--- src/rtl/ttt_cursor_ctrl.sv ---
// Tic-tac-toe cursor controller. Button edges move the cursor on the 3x3 grid and sel places marks.
// The drawn rectangle is shadowed at frame start. Define CURSOR_BLINK_EN to make the cursor blink.
module ttt_cursor_ctrl #(
    parameter logic [10:0] GRID_X0       = 11'd170,
    parameter logic [10:0] GRID_Y0       = 11'd90,
    parameter logic [10:0] CELL_W        = 11'd100,
    parameter logic [10:0] CELL_H        = 11'd100,
    parameter logic [11:0] CURSOR_COLOR  = 12'h0F0,
    parameter logic [11:0] BLOCKED_COLOR = 12'hF00,
    parameter int          BLOCK_FRAMES  = 30,
    parameter int          BLINK_FRAMES  = 16
) (
    input  logic        clk,
    input  logic        reset,
    input  logic        btn_up,
    input  logic        btn_down,
    input  logic        btn_left,
    input  logic        btn_right,
    input  logic        btn_sel,
    input  logic        frame_start,
    input  logic [8:0]  cell_taken,
    output logic [10:0] box_x,
    output logic [10:0] box_y,
    output logic [10:0] box_width,
    output logic [10:0] box_height,
    output logic [11:0] box_color,
    output logic        place_valid,
    output logic [3:0]  place_idx
);
    localparam int             BCW        = $clog2(BLOCK_FRAMES + 1);
    localparam logic [BCW-1:0] BLOCK_LOAD = BCW'(BLOCK_FRAMES);
    localparam logic [BCW-1:0] BLOCK_ONE  = BCW'(1);

    typedef enum logic {NORMAL = 1'b0, BLOCKED = 1'b1} state_t;

    function automatic logic [1:0] wrap_inc(input logic [1:0] v);
        return (v == 2'd2) ? 2'd0 : v + 2'd1;
    endfunction

    function automatic logic [1:0] wrap_dec(input logic [1:0] v);
        return (v == 2'd0) ? 2'd2 : v - 2'd1;
    endfunction

    logic [4:0]     btn_s, btn_q, edge_q, edge_d;
    logic [1:0]     row_q, row_d, col_q, col_d;
    state_t         state_q, state_d;
    logic [BCW-1:0] blk_cnt_q, blk_cnt_d;
    logic           place_valid_q, place_valid_d;
    logic [3:0]     place_idx_q, place_idx_d, idx_s;
    logic [10:0]    box_x_q, box_x_d, box_y_q, box_y_d;
    logic [10:0]    box_w_q, box_w_d, box_h_q, box_h_d;
    logic [11:0]    box_color_q, box_color_d;
    logic           blank_s;

    // bit order doubles as priority: lowest set bit wins
    assign btn_s = {btn_sel, btn_right, btn_left, btn_down, btn_up};
    assign idx_s = {2'b00, row_q} * 4'd3 + {2'b00, col_q};

`ifdef CURSOR_BLINK_EN
    localparam int KCW = $clog2(BLINK_FRAMES + 1);
    logic [KCW-1:0] blink_cnt_q, blink_cnt_d;
    logic           blink_q, blink_d;

    // blink phase flips every BLINK_FRAMES frame starts
    always_comb begin
        blink_cnt_d = blink_cnt_q;
        blink_d     = blink_q;
        if (frame_start) begin
            if (blink_cnt_q == KCW'(BLINK_FRAMES - 1)) begin
                blink_cnt_d = {KCW{1'b0}};
                blink_d     = ~blink_q;
            end else begin
                blink_cnt_d = blink_cnt_q + KCW'(1);
            end
        end else begin
            blink_cnt_d = blink_cnt_q;
        end
    end

    // blink registers
    always_ff @(posedge clk) begin
        if (reset) begin
            blink_cnt_q <= {KCW{1'b0}};
            blink_q     <= 1'b0;
        end else begin
            blink_cnt_q <= blink_cnt_d;
            blink_q     <= blink_d;
        end
    end

    assign blank_s = blink_q & (state_q == NORMAL);
`else
    assign blank_s = 1'b0;
`endif

    // next-state: cursor motion, place/block decision, block countdown, shadow load
    always_comb begin
        edge_d        = btn_s & ~btn_q;
        row_d         = row_q;
        col_d         = col_q;
        state_d       = state_q;
        blk_cnt_d     = blk_cnt_q;
        place_valid_d = 1'b0;
        place_idx_d   = place_idx_q;
        box_x_d       = box_x_q;
        box_y_d       = box_y_q;
        box_w_d       = box_w_q;
        box_h_d       = box_h_q;
        box_color_d   = box_color_q;

        if (edge_q[0]) begin
            row_d = wrap_dec(row_q);
        end else if (edge_q[1]) begin
            row_d = wrap_inc(row_q);
        end else if (edge_q[2]) begin
            col_d = wrap_dec(col_q);
        end else if (edge_q[3]) begin
            col_d = wrap_inc(col_q);
        end else if (edge_q[4] && (state_q == NORMAL)) begin
            if (cell_taken[idx_s]) begin
                state_d   = BLOCKED;
                blk_cnt_d = BLOCK_LOAD;
            end else begin
                place_valid_d = 1'b1;
                place_idx_d   = idx_s;
            end
        end else begin
            row_d = row_q;
        end

        case (state_q)
            BLOCKED: begin
                if (frame_start) begin
                    if (blk_cnt_q <= BLOCK_ONE) begin
                        state_d   = NORMAL;
                        blk_cnt_d = {BCW{1'b0}};
                    end else begin
                        blk_cnt_d = blk_cnt_q - BLOCK_ONE;
                    end
                end else begin
                    blk_cnt_d = blk_cnt_q;
                end
            end
            default: ;
        endcase

        // shadow load uses the pre-update position and state
        if (frame_start) begin
            box_x_d     = GRID_X0 + 11'(col_q) * CELL_W;
            box_y_d     = GRID_Y0 + 11'(row_q) * CELL_H;
            box_w_d     = blank_s ? 11'd0 : CELL_W;
            box_h_d     = blank_s ? 11'd0 : CELL_H;
            box_color_d = (state_q == BLOCKED) ? BLOCKED_COLOR : CURSOR_COLOR;
        end else begin
            box_x_d = box_x_q;
        end
    end

    // state registers
    always_ff @(posedge clk) begin
        if (reset) begin
            btn_q         <= 5'd0;
            edge_q        <= 5'd0;
            row_q         <= 2'd1;
            col_q         <= 2'd1;
            state_q       <= NORMAL;
            blk_cnt_q     <= {BCW{1'b0}};
            place_valid_q <= 1'b0;
            place_idx_q   <= 4'd0;
            box_x_q       <= GRID_X0 + CELL_W;
            box_y_q       <= GRID_Y0 + CELL_H;
            box_w_q       <= CELL_W;
            box_h_q       <= CELL_H;
            box_color_q   <= CURSOR_COLOR;
        end else begin
            btn_q         <= btn_s;
            edge_q        <= edge_d;
            row_q         <= row_d;
            col_q         <= col_d;
            state_q       <= state_d;
            blk_cnt_q     <= blk_cnt_d;
            place_valid_q <= place_valid_d;
            place_idx_q   <= place_idx_d;
            box_x_q       <= box_x_d;
            box_y_q       <= box_y_d;
            box_w_q       <= box_w_d;
            box_h_q       <= box_h_d;
            box_color_q   <= box_color_d;
        end
    end

    assign box_x       = box_x_q;
    assign box_y       = box_y_q;
    assign box_width   = box_w_q;
    assign box_height  = box_h_q;
    assign box_color   = box_color_q;
    assign place_valid = place_valid_q;
    assign place_idx   = place_idx_q;
endmodule
--- config.mk ---
export PLATFORM = sky130hd
export DESIGN_NAME = ttt_cursor_ctrl
export DESIGN_NICKNAME = d
export VERILOG_FILES = /design/src/rtl/ttt_cursor_ctrl.sv
export SDC_FILE = /design/constraint.sdc
export NUM_CORES = 1
export LEC_CHECK = 0
export CORE_UTILIZATION = 40
export CTS_CLUSTER_DIAMETER = 150
export CTS_CLUSTER_SIZE = 10
export DETAILED_ROUTE_END_ITERATION = 6
export PLACE_DENSITY = 0.72
export SYNTH_ARGS = -nofsm -noshare
export SYNTH_HDL_FRONTEND = slang
export SYNTH_SLANG_ARGS = --single-unit
--- constraint.sdc ---
create_clock -name clk -period 7.5 [get_ports clk]
set_input_delay 1.875 -clock clk [delete_from_list [all_inputs] [get_ports clk]]
set_output_delay 1.875 -clock clk [all_outputs]
set_load 0.005 [all_outputs]
==> results.sh <==
export IMPL_p_comb_share_pct=24.4
export IMPL_core_area_mm2=0.00551
export IMPL_clock_skew_final_ps=5.25
export IMPL_root_buffer="clkbuf_8"
export IMPL_fin_setup_tns_ps=0
export IMPL_final_util_pct=49.3
export IMPL_ys_ff_latch=42
export IMPL_synthSimpleGateAreaFrac_pct=16.2
export IMPL_fin_crit_ps=3690
export IMPL_switching_share_pct=30.2
export IMPL_final_nets=319
export IMPL_clock_fmax_mhz=271
export IMPL_initial_core_util_pct=41.7
export IMPL_finalPower_uw=525
export IMPL_io_pins=78
export IMPL_rrSetupSlack_ps=4180
export IMPL_power_switching_uw=159
export IMPL_syn_area_mm2=0.00229
export IMPL_seq_area_frac_synth_pct=36.6
export IMPL_nFillCells=555
export IMPL_tightest_slew_ps=874
export IMPL_dpl_hpwl_mm=2.83
export IMPL_met1_length_mm=1.83
export IMPL_grt_pass1_wl_mm=6.68
export IMPL_crit_cells=5
export IMPL_slew_headroom_pct=41.5
export IMPL_clk_path_buf_depth=2
export IMPL_post_cts_resize_count=0
export IMPL_syn2layout_area_growth_pct=18.3
export IMPL_cts_hold_buf=0
export IMPL_crit_fanout=30
export IMPL_p_int_uw=366
export IMPL_synth_compound_area_share_pct=13.2
export IMPL_cts_reportedPaths_clkPinSlew_ps=80
export IMPL_rows=27
export IMPL_finalCritPeriodShare_pct=49.3
export IMPL_cpMaxStageDelayCell="clkdlybuf4s50_1"
export IMPL_drive_gt1_share_pct=4.93
export IMPL_grt_usage_pct=14.0
export IMPL_cts_tree="built"
export IMPL_startpoint_type="input pin"
export IMPL_grt_max_degree=41
export IMPL_power_density_mw_per_mm2=193
export IMPL_wl_met2_mm=1.78
export IMPL_clkLatencyLatePin_ps=300
export IMPL_power_frac_seq_pct=47.8
export IMPL_drtIter0Drc=85
export IMPL_async_reset_ff_share_pct=0
export IMPL_startpoint="frame_start"
export IMPL_crit_end="blk_cnt_q[1]$_SDFFE_PP0P_"
export IMPL_cts_setup_buffers=0
export IMPL_synth_top_family_by_area="simple AND/OR/NAND/NOR gates"
export IMPL_drc=0
export IMPL_rsz0062_at_grt="no"
export IMPL_clkSinkCount=42
export IMPL_ys_flop_type="dfxtp_1"
export IMPL_h_tree_depth=2
export IMPL_grt_ovfl_total=0
export IMPL_maxCapViolCount=0
export IMPL_synth_xor_xnor_area_share_pct=1.15
export IMPL_p_clk_share_pct=27.8
export IMPL_critPathRequiredTime_ps=7690
export IMPL_grt_pass1_vias=1446
export IMPL_die_w_um=77.7
export IMPL_fp_dieArea_mm2=0.00604
export IMPL_drt_total_wl_mm=3.95
export IMPL_hp_class="register to register"
export IMPL_end_kind="register"
export IMPL_synth_fa_ha_area_share_pct=11.0
export IMPL_cp_buffers_inverters=1
export IMPL_drt_first_pass_iters=7
export IMPL_yosys_warnings=0
export IMPL_setup_viol=0
export IMPL_antenna_left=0
export IMPL_path_cells="clkdlybuf4s50_1 > nand2_1 > o21ai_0 > nor2_1 > a211oi_1"
export IMPL_synth_cell_type_count=38
export IMPL_outcome="finished, final reports clean"
export IMPL_antenna_cells=0
export IMPL_cts_buffers=5
export IMPL_r2r_end="blk_cnt_q[3]$_SDFFE_PP0P_"
export IMPL_vias=1647
export IMPL_drv_slew=0
export IMPL_slowest_delay_ps=1040
export IMPL_muxShareOfSynthArea_pct=5.73
export IMPL_antenna_found_initial=0
export IMPL_dr_wl_met3_um=263
export IMPL_wire_per_inst_um=11.1
export IMPL_top_layer="met4"
export IMPL_crit_type="input pin to register"
export IMPL_synth_edf_count=0
export IMPL_reg2reg_from="row_q[1]$_SDFFE_PP0N_"
export IMPL_synthCells=248
export IMPL_arrival_ps=3890
export IMPL_vias_per_cell=4.63
export IMPL_gp_congestion=0.764
export IMPL_rr_worst_depth=8
export IMPL_finalHoldViolCount=0
export IMPL_crit_family="buffers and inverters"
export IMPL_ir_drop_mv=0.117
export IMPL_die_y_um=77.7
export IMPL_syn_area_per_cell_um2=9.25
export IMPL_port_buffers=45
export IMPL_power_leakage_uw=0.00109
-- cell usage in the layout, fill, tap and decap left out, types with 2 or more instances in the layout --
master,instances
clkdlybuf4s50_1,45
dfxtp_1,42
conb_1,32
nor2_1,20
ha_1,17
nor2b_1,15
nand2b_1,13
mux2i_1,12
o21ai_0,11
a21oi_1,10
nand2_1,9
inv_1,8
a211oi_1,6
clkbuf_8,5
nor3_1,4
a211o_1,3
xnor2_1,2
or2_2,2
o21a_1,2
nor3b_1,2
o32ai_1,2
o211ai_1,2
fa_1,2
-- cells in the mapped netlist (2+ instances only) --
library cell,instances,share of area [%]
xnor2_1,2,0.76
nor2_1,20,3.3
dfxtp_1,42,37
buf_4,40,13
inv_1,8,1.3
a211oi_1,6,2.0
a211o_1,3,1.1
clkbuf_1,7,1.1
nor3_1,4,0.87
conb_1,2,0.33
mux2i_1,12,5.2
nand2b_1,13,3.5
o21a_1,2,0.65
ha_1,17,9.3
o32ai_1,2,0.76
a21oi_1,10,2.2
nor3b_1,2,0.65
o21ai_0,11,2.4
o211ai_1,2,0.65
nand2_1,9,1.5
fa_1,2,1.7
or2_2,2,0.55
nor2b_1,15,4.1
-- area by class of cell --
class / count / area [um^2] / share of cell area [%]
Inverter: 8 / 30.0 / 1.11
Tap cell: 72 / 90.1 / 3.32
Sequential cell: 42 / 841 / 31.0
Timing Repair Buffer: 46 / 458 / 16.9
Clock buffer: 5 / 68.8 / 2.53
Multi-Input combinational cell: 180 / 1210 / 44.4
Clock inverter: 3 / 21.3 / 0.783
-- worst register-to-register path: stages (launching register included) --
cell	delay, ps
dfxtp_1	550
fa_1	490
ha_1	220
fa_1	510
nor2b_1	170
a221o_1	350
or3_4	420
a2111oi_4	370
o32ai_1	120
-- kinds of logic (layout without fill, tap and decap cells) --
logic type                 count (synthesis)  count (layout)
DFF                                       42              42
adders and majority gates                 19              19
AOI/OAI and AO/OA                         43              43
buffers and inverters                     56              62
other                                      2              32
and+or+nand+nor                           70              70
xor gates and xnor gates                   3               3
muxes                                     13              13
-- registers in the layout (all words and copies together), names as in the netlist, 2 cells and up --
name,cells
btn_q,5
box_color,2
edge_q,5
place_idx,4
box_x,8
row_q,2
blk_cnt_q,5
box_y,7
col_q,2
-- layer usage --
| layer | track usage, % | vias up |
|---|---|---|
| met1 | 17.7 | 737 |
| met3 | 3.76 | 8 |
| li1 | - | 833 |
| met2 | 21.9 | 69 |
| met5 | 0 | - |
| met4 | 6.79 | 0 |
-- worst min-delay path by stage --
stage          slack (ps)           startpoint  cells after the start                    to
2_1_floorplan         370  btn_q[0]$_SDFF_PP0_                      1  edge_q[0]$_SDFF_PP0_
3_3_place_gp          370  btn_q[4]$_SDFF_PP0_                      1  edge_q[4]$_SDFF_PP0_
3_5_place_dp          370  btn_q[1]$_SDFF_PP0_                      1  edge_q[1]$_SDFF_PP0_
4_1_cts               380  btn_q[1]$_SDFF_PP0_                      1  edge_q[1]$_SDFF_PP0_
5_1_grt               390  btn_q[4]$_SDFF_PP0_                      1  edge_q[4]$_SDFF_PP0_
6_report              380  btn_q[4]$_SDFF_PP0_                      1  edge_q[4]$_SDFF_PP0_
-- metrics by stage --
stage               std cells  hold slack, ps  setup slack [ps]  cell area [um^2]
finish                    356             383              3810              2720
global route              356             392              3590              2720
CTS                       356             383              3800              2720
detailed placement        348             371              3500              2630
global placement          348             371              3620              2630
floorplan                 278             367              4240              2410
-- power groups by stage --
stage          combinational (uW)  clock [uW]  sequential (uW)
2_1_floorplan                 102           0              254
3_3_place_gp                  125           0              256
3_5_place_dp                  127           0              256
4_1_cts                       128         149              251
5_1_grt                       145         160              253
6_report                      128         146              251
(Power assumes the default switching activity.)
